==> config.mk <==
export PLATFORM = sky130hd
export DESIGN_NAME = ritc_train_aligner_flat
export DESIGN_NICKNAME = d
export VERILOG_FILES = /design/src/rtl/ritc_train_aligner_pkg.sv /design/src/rtl/ritc_train_aligner_if.sv /design/src/rtl/ritc_train_aligner_lane_mux.sv /design/src/rtl/ritc_train_aligner.sv /design/src/flat_wrapper.sv
export SDC_FILE = /design/constraint.sdc
export NUM_CORES = 1
export LEC_CHECK = 0
export CORE_ASPECT_RATIO = 0.7
export CORE_MARGIN = 1.5
export CORE_UTILIZATION = 45
export CTS_CLUSTER_DIAMETER = 150
export DETAILED_ROUTE_END_ITERATION = 12
export MAX_ROUTING_LAYER = met4
export PLACE_DENSITY = 0.78
export RECOVER_POWER = 50
export SETUP_SLACK_MARGIN = 0.3
export SYNTH_ARGS = -nofsm -noshare
export SYNTH_HDL_FRONTEND = slang
export SYNTH_SLANG_ARGS = --single-unit
==> constraint.sdc <==
create_clock -name SYSCLK -period 4 [get_ports SYSCLK]
set_clock_uncertainty 0.1 [all_clocks]
set_input_delay 0.6 -clock SYSCLK [delete_from_list [all_inputs] [get_ports SYSCLK]]
set_output_delay 0.6 -clock SYSCLK [all_outputs]
set_load 0.03 [all_outputs]
==> src/rtl/ritc_train_aligner_pkg.sv <==
// ritc_align_pkg: shared constants and FSM encoding for the RITC training
// aligner. Lane geometry, counter width, the default training nibble and
// the controller state enum live here.
package ritc_align_pkg;

    localparam int NUM_LANES        = 12;
    localparam int SAMPLES_PER_LANE = 4;
    localparam int DAT_W            = NUM_LANES * SAMPLES_PER_LANE;
    localparam int LANE_IDX_W       = 4;
    // Settle, wait, match and slip counters. 8 bits covers every legal
    // parameter value (1..255), so these counters never wrap.
    localparam int CNT_W            = 8;
    localparam int ERR_W            = 16;

    // All four rotations of this nibble are distinct.
    localparam logic [SAMPLES_PER_LANE-1:0] TRAIN_PATTERN_DEF = 4'b0011;

    typedef enum logic [2:0] {
        ST_IDLE   = 3'd0,
        ST_SETTLE = 3'd1,
        ST_CHECK  = 3'd2,
        ST_SLIP   = 3'd3,
        ST_WAIT   = 3'd4,
        ST_NEXT   = 3'd5,
        ST_DONE   = 3'd6
    } align_state_t;

endpackage

==> src/rtl/ritc_train_aligner_if.sv <==
// ritc_train_aligner_if: control/data bundle between one RITC channel's
// datapath and its training aligner.
//   start_i        begin alignment (one-cycle pulse)
//   dat_i          48-bit word, lane l = dat_i[4l+3:4l], bit 4l earliest
//   bitslip_o      one-hot, one-cycle bitslip pulse per lane
//   train_o        request the RITC training pattern
//   busy_o         alignment in progress
//   done_o         one-cycle completion pulse
//   lane_locked_o  per-lane aligned status
//   lane_fail_o    per-lane failed status
//   err_count_o    post-alignment slip monitor count
//                  (RITC_TRAIN_ALIGNER_ERRCNT_EN builds only; else 0)
// Modports: slave = aligner, master = datapath / driver side.
interface ritc_train_aligner_if;
    import ritc_align_pkg::*;

    logic                 start_i;
    logic [DAT_W-1:0]     dat_i;
    logic [NUM_LANES-1:0] bitslip_o;
    logic                 train_o;
    logic                 busy_o;
    logic                 done_o;
    logic [NUM_LANES-1:0] lane_locked_o;
    logic [NUM_LANES-1:0] lane_fail_o;
    logic [ERR_W-1:0]     err_count_o;

    modport slave (
        input  start_i, dat_i,
        output bitslip_o, train_o, busy_o, done_o,
               lane_locked_o, lane_fail_o, err_count_o
    );

    modport master (
        output start_i, dat_i,
        input  bitslip_o, train_o, busy_o, done_o,
               lane_locked_o, lane_fail_o, err_count_o
    );

endinterface

==> src/rtl/ritc_train_aligner_lane_mux.sv <==
// ritc_lane_mux: combinational selection of one lane's nibble out of the
// deserialized channel word.
//   i_dat     full channel word (NUM_LANES x SAMPLES_PER_LANE)
//   i_lane    lane index; out-of-range indices return 0
//   o_nibble  selected lane samples, bit 0 earliest
module ritc_lane_mux
    import ritc_align_pkg::*;
(
    input  logic [DAT_W-1:0]            i_dat,
    input  logic [LANE_IDX_W-1:0]       i_lane,
    output logic [SAMPLES_PER_LANE-1:0] o_nibble
);

    always_comb begin
        o_nibble = '0;
        for (int l = 0; l < NUM_LANES; l++) begin
            if (i_lane == LANE_IDX_W'(l)) begin
                o_nibble = i_dat[l*SAMPLES_PER_LANE +: SAMPLES_PER_LANE];
            end
        end
    end

endmodule

==> src/rtl/ritc_train_aligner.sv <==
// ritc_train_aligner: per-channel RITC training / bit-alignment controller.
// Requests the training pattern, waits for it to settle, then walks lanes
// 0..11, slipping each lane's ISERDES until the nibble matches
// TRAIN_PATTERN for CHECK_CYCLES consecutive cycles or NUM_PHASES slips
// have been spent.
// Ports:
//   SYSCLK  sole clock
//   rst_i   asynchronous, active-high reset
//   bus     ritc_train_aligner_if.slave (start/data in, bitslip/status out)
// Optional build macro: RITC_TRAIN_ALIGNER_ERRCNT_EN enables the post-
// alignment slip monitor on err_count_o; without it err_count_o is 0.
module ritc_train_aligner
    import ritc_align_pkg::*;
#(
    parameter logic [SAMPLES_PER_LANE-1:0] TRAIN_PATTERN = TRAIN_PATTERN_DEF,
    parameter int SETTLE_CYCLES = 64,
    parameter int SLIP_WAIT     = 8,
    parameter int CHECK_CYCLES  = 16,
    parameter int NUM_PHASES    = 4
) (
    input  logic                 SYSCLK,
    input  logic                 rst_i,
    ritc_train_aligner_if.slave  bus
);

    localparam logic [CNT_W-1:0]      C_SETTLE_LAST = CNT_W'(SETTLE_CYCLES - 1);
    localparam logic [CNT_W-1:0]      C_WAIT_LAST   = CNT_W'(SLIP_WAIT - 1);
    localparam logic [CNT_W-1:0]      C_CHECK_LAST  = CNT_W'(CHECK_CYCLES - 1);
    localparam logic [CNT_W-1:0]      C_PHASES      = CNT_W'(NUM_PHASES);
    localparam logic [LANE_IDX_W-1:0] C_LAST_LANE   = LANE_IDX_W'(NUM_LANES - 1);

    align_state_t                r_state;
    align_state_t                w_state_nxt;
    logic [LANE_IDX_W-1:0]       r_lane;
    logic [CNT_W-1:0]            r_cyc_cnt;
    logic [CNT_W-1:0]            r_match_cnt;
    logic [CNT_W-1:0]            r_slip_cnt;
    logic [NUM_LANES-1:0]        r_locked;
    logic [NUM_LANES-1:0]        r_fail;
    logic [SAMPLES_PER_LANE-1:0] w_nibble;
    logic                        w_match;
    logic                        w_start;

    ritc_lane_mux u_lane_mux (
        .i_dat    (bus.dat_i),
        .i_lane   (r_lane),
        .o_nibble (w_nibble)
    );

    assign w_match = (w_nibble == TRAIN_PATTERN);
    assign w_start = (r_state == ST_IDLE) && bus.start_i;

    // ---------------------------------------------------------------- state
    always_ff @(posedge SYSCLK or posedge rst_i) begin
        if (rst_i) r_state <= ST_IDLE;
        else       r_state <= w_state_nxt;
    end

    // ----------------------------------------------------------- next state
    always_comb begin
        w_state_nxt = r_state;
        case (r_state)
            ST_IDLE:   if (bus.start_i) w_state_nxt = ST_SETTLE;
            ST_SETTLE: if (r_cyc_cnt == C_SETTLE_LAST) w_state_nxt = ST_CHECK;
            ST_CHECK: begin
                if (w_match) begin
                    if (r_match_cnt == C_CHECK_LAST) w_state_nxt = ST_NEXT;
                end else if (r_slip_cnt < C_PHASES) begin
                    w_state_nxt = ST_SLIP;
                end else begin
                    w_state_nxt = ST_NEXT;
                end
            end
            ST_SLIP:   w_state_nxt = ST_WAIT;
            ST_WAIT:   if (r_cyc_cnt == C_WAIT_LAST) w_state_nxt = ST_CHECK;
            ST_NEXT:   w_state_nxt = (r_lane == C_LAST_LANE) ? ST_DONE : ST_CHECK;
            ST_DONE:   w_state_nxt = ST_IDLE;
            default:   w_state_nxt = ST_IDLE;
        endcase
    end

    // -------------------------------------------------------------- outputs
    // Decoded straight from the async-reset state register, so bitslip_o
    // and train_o fall the moment rst_i rises.
    always_comb begin
        bus.bitslip_o = '0;
        bus.train_o   = 1'b0;
        bus.busy_o    = 1'b0;
        bus.done_o    = 1'b0;
        case (r_state)
            ST_SETTLE, ST_CHECK, ST_WAIT, ST_NEXT: begin
                bus.train_o = 1'b1;
                bus.busy_o  = 1'b1;
            end
            ST_SLIP: begin
                bus.bitslip_o = NUM_LANES'(1) << r_lane;
                bus.train_o   = 1'b1;
                bus.busy_o    = 1'b1;
            end
            ST_DONE: bus.done_o = 1'b1;
            default: ;
        endcase
    end

    assign bus.lane_locked_o = r_locked;
    assign bus.lane_fail_o   = r_fail;

    // ------------------------------------------------------------- datapath
    always_ff @(posedge SYSCLK or posedge rst_i) begin
        if (rst_i) begin
            r_lane      <= '0;
            r_cyc_cnt   <= '0;
            r_match_cnt <= '0;
            r_slip_cnt  <= '0;
            r_locked    <= '0;
            r_fail      <= '0;
        end else begin
            // Shared settle/wait timer: runs only while staying in SETTLE
            // or WAIT, so it starts from 0 on every entry.
            if ((r_state == ST_SETTLE || r_state == ST_WAIT) && w_state_nxt == r_state)
                r_cyc_cnt <= r_cyc_cnt + 1'b1;
            else
                r_cyc_cnt <= '0;

            // Consecutive-match counter: any mismatch or exit restarts it.
            if (r_state == ST_CHECK && w_match && w_state_nxt == ST_CHECK)
                r_match_cnt <= r_match_cnt + 1'b1;
            else
                r_match_cnt <= '0;

            if (r_state == ST_SLIP)
                r_slip_cnt <= r_slip_cnt + 1'b1;
            else if (r_state == ST_SETTLE || r_state == ST_NEXT)
                r_slip_cnt <= '0;

            if (w_start) begin
                r_lane   <= '0;
                r_locked <= '0;
                r_fail   <= '0;
            end else if (r_state == ST_NEXT && r_lane != C_LAST_LANE) begin
                r_lane <= r_lane + 1'b1;
            end

            // CHECK leaves for NEXT either on a full match run or after
            // the last permitted slip; w_match tells which.
            if (r_state == ST_CHECK && w_state_nxt == ST_NEXT) begin
                if (w_match) r_locked[r_lane] <= 1'b1;
                else         r_fail[r_lane]   <= 1'b1;
            end
        end
    end

`ifdef RITC_TRAIN_ALIGNER_ERRCNT_EN
    // Post-alignment slip monitor: with the pattern static, any change in
    // a locked lane's nibble from one cycle to the next means that lane
    // slipped. Armed by DONE, counts only in IDLE, cleared by start.
    logic [DAT_W-1:0]     r_prev_dat;
    logic                 r_mon_armed;
    logic [ERR_W-1:0]     r_err_cnt;
    logic [NUM_LANES-1:0] w_lane_diff;

    always_comb begin
        w_lane_diff = '0;
        for (int l = 0; l < NUM_LANES; l++) begin
            w_lane_diff[l] = r_locked[l] &&
                (bus.dat_i[l*SAMPLES_PER_LANE +: SAMPLES_PER_LANE] !=
                 r_prev_dat[l*SAMPLES_PER_LANE +: SAMPLES_PER_LANE]);
        end
    end

    always_ff @(posedge SYSCLK or posedge rst_i) begin
        if (rst_i) begin
            r_prev_dat  <= '0;
            r_mon_armed <= 1'b0;
            r_err_cnt   <= '0;
        end else begin
            r_prev_dat <= bus.dat_i;
            if (w_start) begin
                r_mon_armed <= 1'b0;
                r_err_cnt   <= '0;
            end else if (r_state == ST_DONE) begin
                r_mon_armed <= 1'b1;
            end else if (r_state == ST_IDLE && r_mon_armed &&
                         (|w_lane_diff) && (r_err_cnt != '1)) begin
                r_err_cnt <= r_err_cnt + 1'b1;
            end
        end
    end

    assign bus.err_count_o = r_err_cnt;
`else
    assign bus.err_count_o = '0;
`endif

endmodule

==> src/flat_wrapper.sv <==
// flat-port wrapper written by rule: the top's interface ports become plain ports
module ritc_train_aligner_flat import ritc_align_pkg::*;
#(
    parameter logic [SAMPLES_PER_LANE-1:0] TRAIN_PATTERN = TRAIN_PATTERN_DEF,
    parameter int SETTLE_CYCLES = 64,
    parameter int SLIP_WAIT     = 8,
    parameter int CHECK_CYCLES  = 16,
    parameter int NUM_PHASES    = 4
)
  (SYSCLK, rst_i, bus_start_i, bus_dat_i, bus_bitslip_o, bus_train_o, bus_busy_o, bus_done_o, bus_lane_locked_o, bus_lane_fail_o, bus_err_count_o);
  ritc_train_aligner_if bus_i ();
  input  logic SYSCLK;
  input  logic rst_i;
  input wire logic [$bits(bus_i.start_i)-1:0] bus_start_i;
  input wire logic [$bits(bus_i.dat_i)-1:0] bus_dat_i;
  output wire logic [$bits(bus_i.bitslip_o)-1:0] bus_bitslip_o;
  output wire logic [$bits(bus_i.train_o)-1:0] bus_train_o;
  output wire logic [$bits(bus_i.busy_o)-1:0] bus_busy_o;
  output wire logic [$bits(bus_i.done_o)-1:0] bus_done_o;
  output wire logic [$bits(bus_i.lane_locked_o)-1:0] bus_lane_locked_o;
  output wire logic [$bits(bus_i.lane_fail_o)-1:0] bus_lane_fail_o;
  output wire logic [$bits(bus_i.err_count_o)-1:0] bus_err_count_o;
  assign bus_i.start_i = bus_start_i;
  assign bus_i.dat_i = bus_dat_i;
  assign bus_bitslip_o = bus_i.bitslip_o;
  assign bus_train_o = bus_i.train_o;
  assign bus_busy_o = bus_i.busy_o;
  assign bus_done_o = bus_i.done_o;
  assign bus_lane_locked_o = bus_i.lane_locked_o;
  assign bus_lane_fail_o = bus_i.lane_fail_o;
  assign bus_err_count_o = bus_i.err_count_o;
  ritc_train_aligner #(.TRAIN_PATTERN(TRAIN_PATTERN), .SETTLE_CYCLES(SETTLE_CYCLES), .SLIP_WAIT(SLIP_WAIT), .CHECK_CYCLES(CHECK_CYCLES), .NUM_PHASES(NUM_PHASES)) u_core (.SYSCLK(SYSCLK), .rst_i(rst_i), .bus(bus_i));
endmodule
# Word level (Yosys, flattened, before mapping)
# Index checks and enable logic that the tools add are counted.
# word_totals
reg_bits	55
in_bits	51
wordCells	93
# op_classes
n_addsub	4
order_cmp	3
eq_ne	25
shift	1
mux	37
bitwise	2
reduce_logical	14
# op_table
op	count
two-way mux 12 bit	7
two-way mux 4 bit	14
two-way mux 8 bit	4
adder 8 x 1 -> 8 bit, second input constant	3
bitwise OR 12 bit	2
two-way mux 3 bit	7
one-hot mux 3 bit (6 select lines)	1
== test 4 x 3 -> 1 bit, second input constant	4
== test 4 bit, second input constant	4
== test 3 bit, second input constant	4
== test 4 x 2 -> 1 bit, second input constant	3
<< shifter 1 x 4 -> 12 bit, first input constant	1
== test 3 x 2 -> 1 bit, second input constant	3
== test 8 x 3 -> 1 bit, second input constant	1
== test 8 x 4 -> 1 bit, second input constant	1
== test 8 x 6 -> 1 bit, second input constant	1
less-than comparator 8 x 3 -> 1 bit, second input constant	1
logical AND 1 bit	7
less-than comparator 4 x 5 -> 1 bit, second input constant	1
OR reduction 5 bit	1
adder 4 x 1 -> 4 bit, second input constant	1
demux 1 bit (select 4 bit)	1
== test 4 x 1 -> 1 bit, second input constant	1
>= comparator 4 x 1 -> 1 bit, second input constant	1
other kinds (8)	12

# Depth between registers and ports, before layout
# Gate-level depths: netlist (run 1).
# depth
ltp_word	19
depth_mapped	12
mapped_depth_nobuf	9

# Cells and area by module
# A second synthesis (run 1) with hierarchy kept.
# unflattened
hier_cells	374
area_unflattened_um2	3372.0
# modules_own_cells
mod	n_inst	cells_per_inst	area_each_um2
ritc_train_aligner	1	297	2813.9
ritc_lane_mux	1	77	558.0

# Worst setup path before layout (run 1)
# Ideal clock, no wire load.
# synth_timing
path_type	flip-flop to output port
from	reg u_core.r_state[2]
to	out bus_bitslip_o[7]
arrival_ns	1.833
required_time_ns	3.300
setup_slack_ns	1.467
path_stages_with_launch	6
path_buffers	2
path_cell_list	dfrtp_1 > clkbuf_1 > nor2_1 > nand2_1 > clkbuf_1 > nor3b_1
# synth_via
elab_chain_cells	2
# synth_lines
element	line_no	rtl
start: declaration	ritc_train_aligner.sv:32	align_state_t r_state;
start signal: assignment	ritc_train_aligner.sv:56	else r_state <= w_state_nxt;
== test 3 x 2 -> 1 bit	ritc_train_aligner.sv:90	case (r_state)
two-way mux 12 bit	ritc_train_aligner.sv:90	
end: declaration	flat_wrapper.sv:16	output wire logic [$bits(bus_i.bitslip_o)-1:0] bus_bitslip_o;
# Every way passes these cells.

# Worst setup path in the final report (run 1)
# layout_timing
from	reg u_core.r_lane[1]
to	reg u_core.r_fail[1] (netlist: u_core.bus.lane_fail_o[1])
# layout_via
elab_chain_cells	19
# layout_lines
element	line_no	rtl
start: declaration	ritc_train_aligner.sv:34	logic [LANE_IDX_W-1:0] r_lane;
start signal: assignment	ritc_train_aligner.sv:141	r_lane <= r_lane + 1'b1;
zero test 4 bit	ritc_train_aligner_lane_mux.sv:17	if (i_lane == LANE_IDX_W'(l)) begin
two-way mux 4 bit (12 in a row)	ritc_train_aligner_lane_mux.sv:17	
== test 4 x 2 -> 1 bit	ritc_train_aligner.sv:50	assign w_match = (w_nibble == TRAIN_PATTERN);
two-way mux 3 bit	ritc_train_aligner.sv:66	if (w_match) begin
one-hot mux 3 bit (6 select lines)	ritc_train_aligner.sv:62	case (r_state)
== test 3 bit	ritc_train_aligner.sv:146	if (r_state == ST_CHECK && w_state_nxt == ST_NEXT) begin
logical AND 1 bit	ritc_train_aligner.sv:146	
two-way mux 12 bit (*)	ritc_train_aligner.sv:146	
end signal: assignment	ritc_train_aligner.sv:116	r_fail <= '0;
end signal: assignment	ritc_train_aligner.sv:139	r_fail <= '0;
end signal: indexed assignment	ritc_train_aligner.sv:148	else r_fail[r_lane] <= 1'b1;
end: declaration	ritc_train_aligner.sv:39	logic [NUM_LANES-1:0] r_fail;
# Mark *: on every way between the ends. The rest lies on a longest branch, timed or not.
# A chain may end at the register's enable or synchronous reset.

==> results.md, run 1 <==
- Starting DRC count in detailed routing: about 260
- Yosys warning count: 0
- WP data arrival: between 3 and 4 ns
- Most common cell after layout, fill and taps aside: clkdlybuf4s50_1
- WL met2: 3690 um
- Vias in the first global route: about 2700
- Top_reg_cell synth: dfrtp_1
- Core Region: 6910 um^2
- Met1 Wirelength: between 4000 and 5000 um
- Largest net degree at the start of global routing: 37
- Tcrit/Tclk final: 0.855
- Max-slew violations: 0
- FFs w/ async S/R, synth: 1.00
- P_leak: 1.80 nW
- DR vias/cell: 5.44
- H-tree depth: 2
- FF+latch count, synth: 55
- Fill cell count: 630
- Register area share after synthesis: 0.419
- Mapped cell area: ~3300 um^2
- Die ar.: 7840 um^2
- Setup bufs post-CTS: 0
- Non-Filler Instances: 542
- IO Port Bufs: 89
- Routed wire length per instance: 15.5 um
- Overall routing resource usage: 0.225
- Relative slew slack: 0.0967
- CP Data Required Time: 4.12 ns
- Status: complete, no violations
- Crit path depth: 9
- Global route total overflow: 0
- Die width: 105 um
- Worst path cell trace: inv_1 -> ha_1 -> and3b_2 -> a2111oi_2 -> o21ai_0 -> a21oi_1 -> o41ai_4 -> or3_1 -> o21ai_0
- Nets: 509
- CP Launch Type: flop
- Layout cells sized above 1: 0.0826
- Hold Vio Cnt, Final: 0
- Hold depth: 1
- Number of flops mapped to enable cells by yosys: 0
- Setup TNS: 0 ns
- Fmax achieved: 292 MHz
- Number of I/O pins: about 110
- Crit-path slowest cell: ha_1
- Slew @ Worst Pin: 1.35 ns
- Cells after Synth: 366
- Clk pin slew, worst setup/hold paths: roughly 0.090 ns
- Largest stage delay, worst path: 0.64 ns
- CP max FO: 21
- Inserted Diodes: 0
- Fin crit period: between 3 and 4 ns
- Post-CTS Resized: 0
- Via count: between 2000 and 3000
- Site Rows: 25
- CP Class: reg -> reg
- GP Congestion: 0.919
- Area Growth Syn to Fin: 27.7%
- Reg2Reg Depth: 9
- DR WL met3: 598 um
- Clk_lat worst skew: 0.30 ns
- # Max-Cap Violations: 0
- Clock Tree Buf Depth: 2
- Area of the multi-input gates: about 1700 um^2
- Setup crit end kind: flop
- CTS sink cnt: 55
- Cell with the most instances on the worst path: o21ai_0
- Initial Utilization: 0.476
- Syn_area_per_cell: 8.98 um^2
- Crit path max-delay family: compound AO/OA/AOI/OAI gates
- Final wirelength: 8410 um
- Drt drc: 0
- Routed Antenna Nets: 0
- First-pass GRT wire length: 13400 um
- Hold-fix buffers, CTS: 0
- Most frequent cells in the layout: clkdlybuf4s50_1, nand2_1, dfrtp_1
- Die Span Y: 74.5 um
- Final setup violation count: 0
- Total design power: around 1.2 mW
- Max IR drop VDD: ~0.00020 V
- PwrDens: 285 nW/um^2
- Reg area: 1380 um^2
- Placed insts: approximately 540
- Inserted Clock Buffers: 5
- Root buf cell: clkbuf_8
- Register-to-register setup slack: 0.58 ns
- CTS tree: done
- DRT Pass-1 Iters: 4
- Min-delay worst type: reg -> reg
- Dpl hpwl: ~6400 um
- Initial antenna violation count: 0
- Crit path buf inv count: 1
- Yosys cell types: 57
- DR top layer: met4
- RSZ-0062 raised after global routing: no
## synthesized netlist by cell type, types with 2 or more instances
master     n  area [um^2]
xor2_1     7         61.3
and3b_2    2         20.0
nor3_1     4         20.0
nor4_1     3         18.8
o22ai_1    3         18.8
o21ai_1    3         15.0
clkbuf_1   4         15.0
nand2b_1   2         12.5
o21ai_0   24          120
inv_1      9         33.8
a21o_1     2         15.0
ha_1      10          125
o21ai_2   16          140
nand4_1    4         25.0
o221ai_1   2         17.5
nand3_1   13         65.1
nor2_1    45          169
and3_1    11         68.8
xnor2_1    7         61.3
nand3b_1   2         15.0
buf_6      6         67.6
a31oi_1    4         25.0
clkbuf_8   2         27.5
dfrtp_1   55         1380
a21oi_1   11         55.1
nor3b_1    2         15.0
o211ai_1   2         15.0
a211oi_1   2         15.0
nand2_1   60          225
o311ai_0   2         17.5
a32oi_1    2         17.5
buf_4     18          135
nor2b_1    3         18.8
## layout make-up
type,instances,area share
tap,94,0.0280
inverter,10,0.00894
timing repair buffer,91,0.214
clock buffer,6,0.0197
sequential,55,0.328
clock inverter,1,0.00119
multi-input combinational,285,0.400
## metal layers
metal  track usage  vias to the layer above
met5             -                        -
met4        0.0411                        0
met3        0.0447                        6
met2         0.328                      116
met1         0.327                     1418
li1              -                     1408
## power breakdown
part           leakage (nW)  internal (mW)  switching [mW]  total [mW]
Clock                0.0470          0.136           0.169       0.306
Sequential            0.756          0.585          0.0310       0.616
Combinational         0.995          0.124           0.151       0.275
## cells by family after synthesis
family | count (synthesis) | share of synthesized area
muxes | 1 | 0.00304
xor gates and xnor gates | 14 | 0.0373
adders and majority gates | 10 | 0.0381
AOI/OAI and AO/OA | 85 | 0.188
buffers and inverters | 41 | 0.0875
and+or+nand+nor | 159 | 0.227
DFF | 55 | 0.419
other | 1 | 0.00114
## worst register-to-register path: cells and delay by family, from the launching register on
kind / cells / cell delay (ns)
AOI/OAI and AO/OA: 5 / 1.14
adders and majority gates: 1 / 0.65
buffers and inverters: 1 / 0.11
DFF: 1 / 0.43
and+or+nand+nor: 2 / 0.91
## metrics by stage
stage / worst slack [ns] / utilization / hold WS [ns] / instance area [um^2]
detailed placement: 0.603 / 0.596 / 0.349 / 4120
global placement: 0.725 / 0.596 / 0.347 / 4120
floorplan: 1.47 / - / 0.333 / 3340
global route: 0.338 / 0.607 / 0.408 / 4200
finish: 0.581 / 0.607 / 0.366 / 4200
CTS: 0.588 / 0.608 / 0.364 / 4210
## worst paths after layout
path	start	endpoint
max	u_core.r_lane[1]$_DFFE_PP0P_	u_core.bus.lane_fail_o[1]$_DFF_PP0_
max reg2reg	u_core.r_lane[1]$_DFFE_PP0P_	u_core.bus.lane_fail_o[1]$_DFF_PP0_
min reg2reg	u_core.r_cyc_cnt[0]$_DFF_PP0_	u_core.r_cyc_cnt[0]$_DFF_PP0_
min	u_core.r_cyc_cnt[0]$_DFF_PP0_	u_core.r_cyc_cnt[0]$_DFF_PP0_
min in group asynchronous	rst_i	u_core.bus.lane_fail_o[5]$_DFF_PP0_
max in group asynchronous	rst_i	u_core.r_match_cnt[0]$_DFF_PP0_
## flip-flops by register name (all words and copies together) (netlist names)
| register | cells |
|---|---|
| u_core.r_slip_cnt | 8 |
| u_core.bus.lane_fail_o | 12 |
| u_core.bus.lane_locked_o | 12 |
| u_core.r_cyc_cnt | 8 |
| u_core.r_state | 3 |
| u_core.r_lane | 4 |
| u_core.r_match_cnt | 8 |
No activity file was read; power rests on OpenSTA's default activity.
==> run 2: changes to the inputs <==
CTS_BUF_LIST = sky130_fd_sc_hd__clkbuf_8   (was default)
==> results of run 2 <==
Same layout as run 1: the final DEF is identical, and so are final timing and power.
==> run 3: changes to the inputs <==
CAP_MARGIN = 10   (was default)
==> results of run 3 <==
Same layout as run 1: the final DEF is identical, and so are final timing and power.
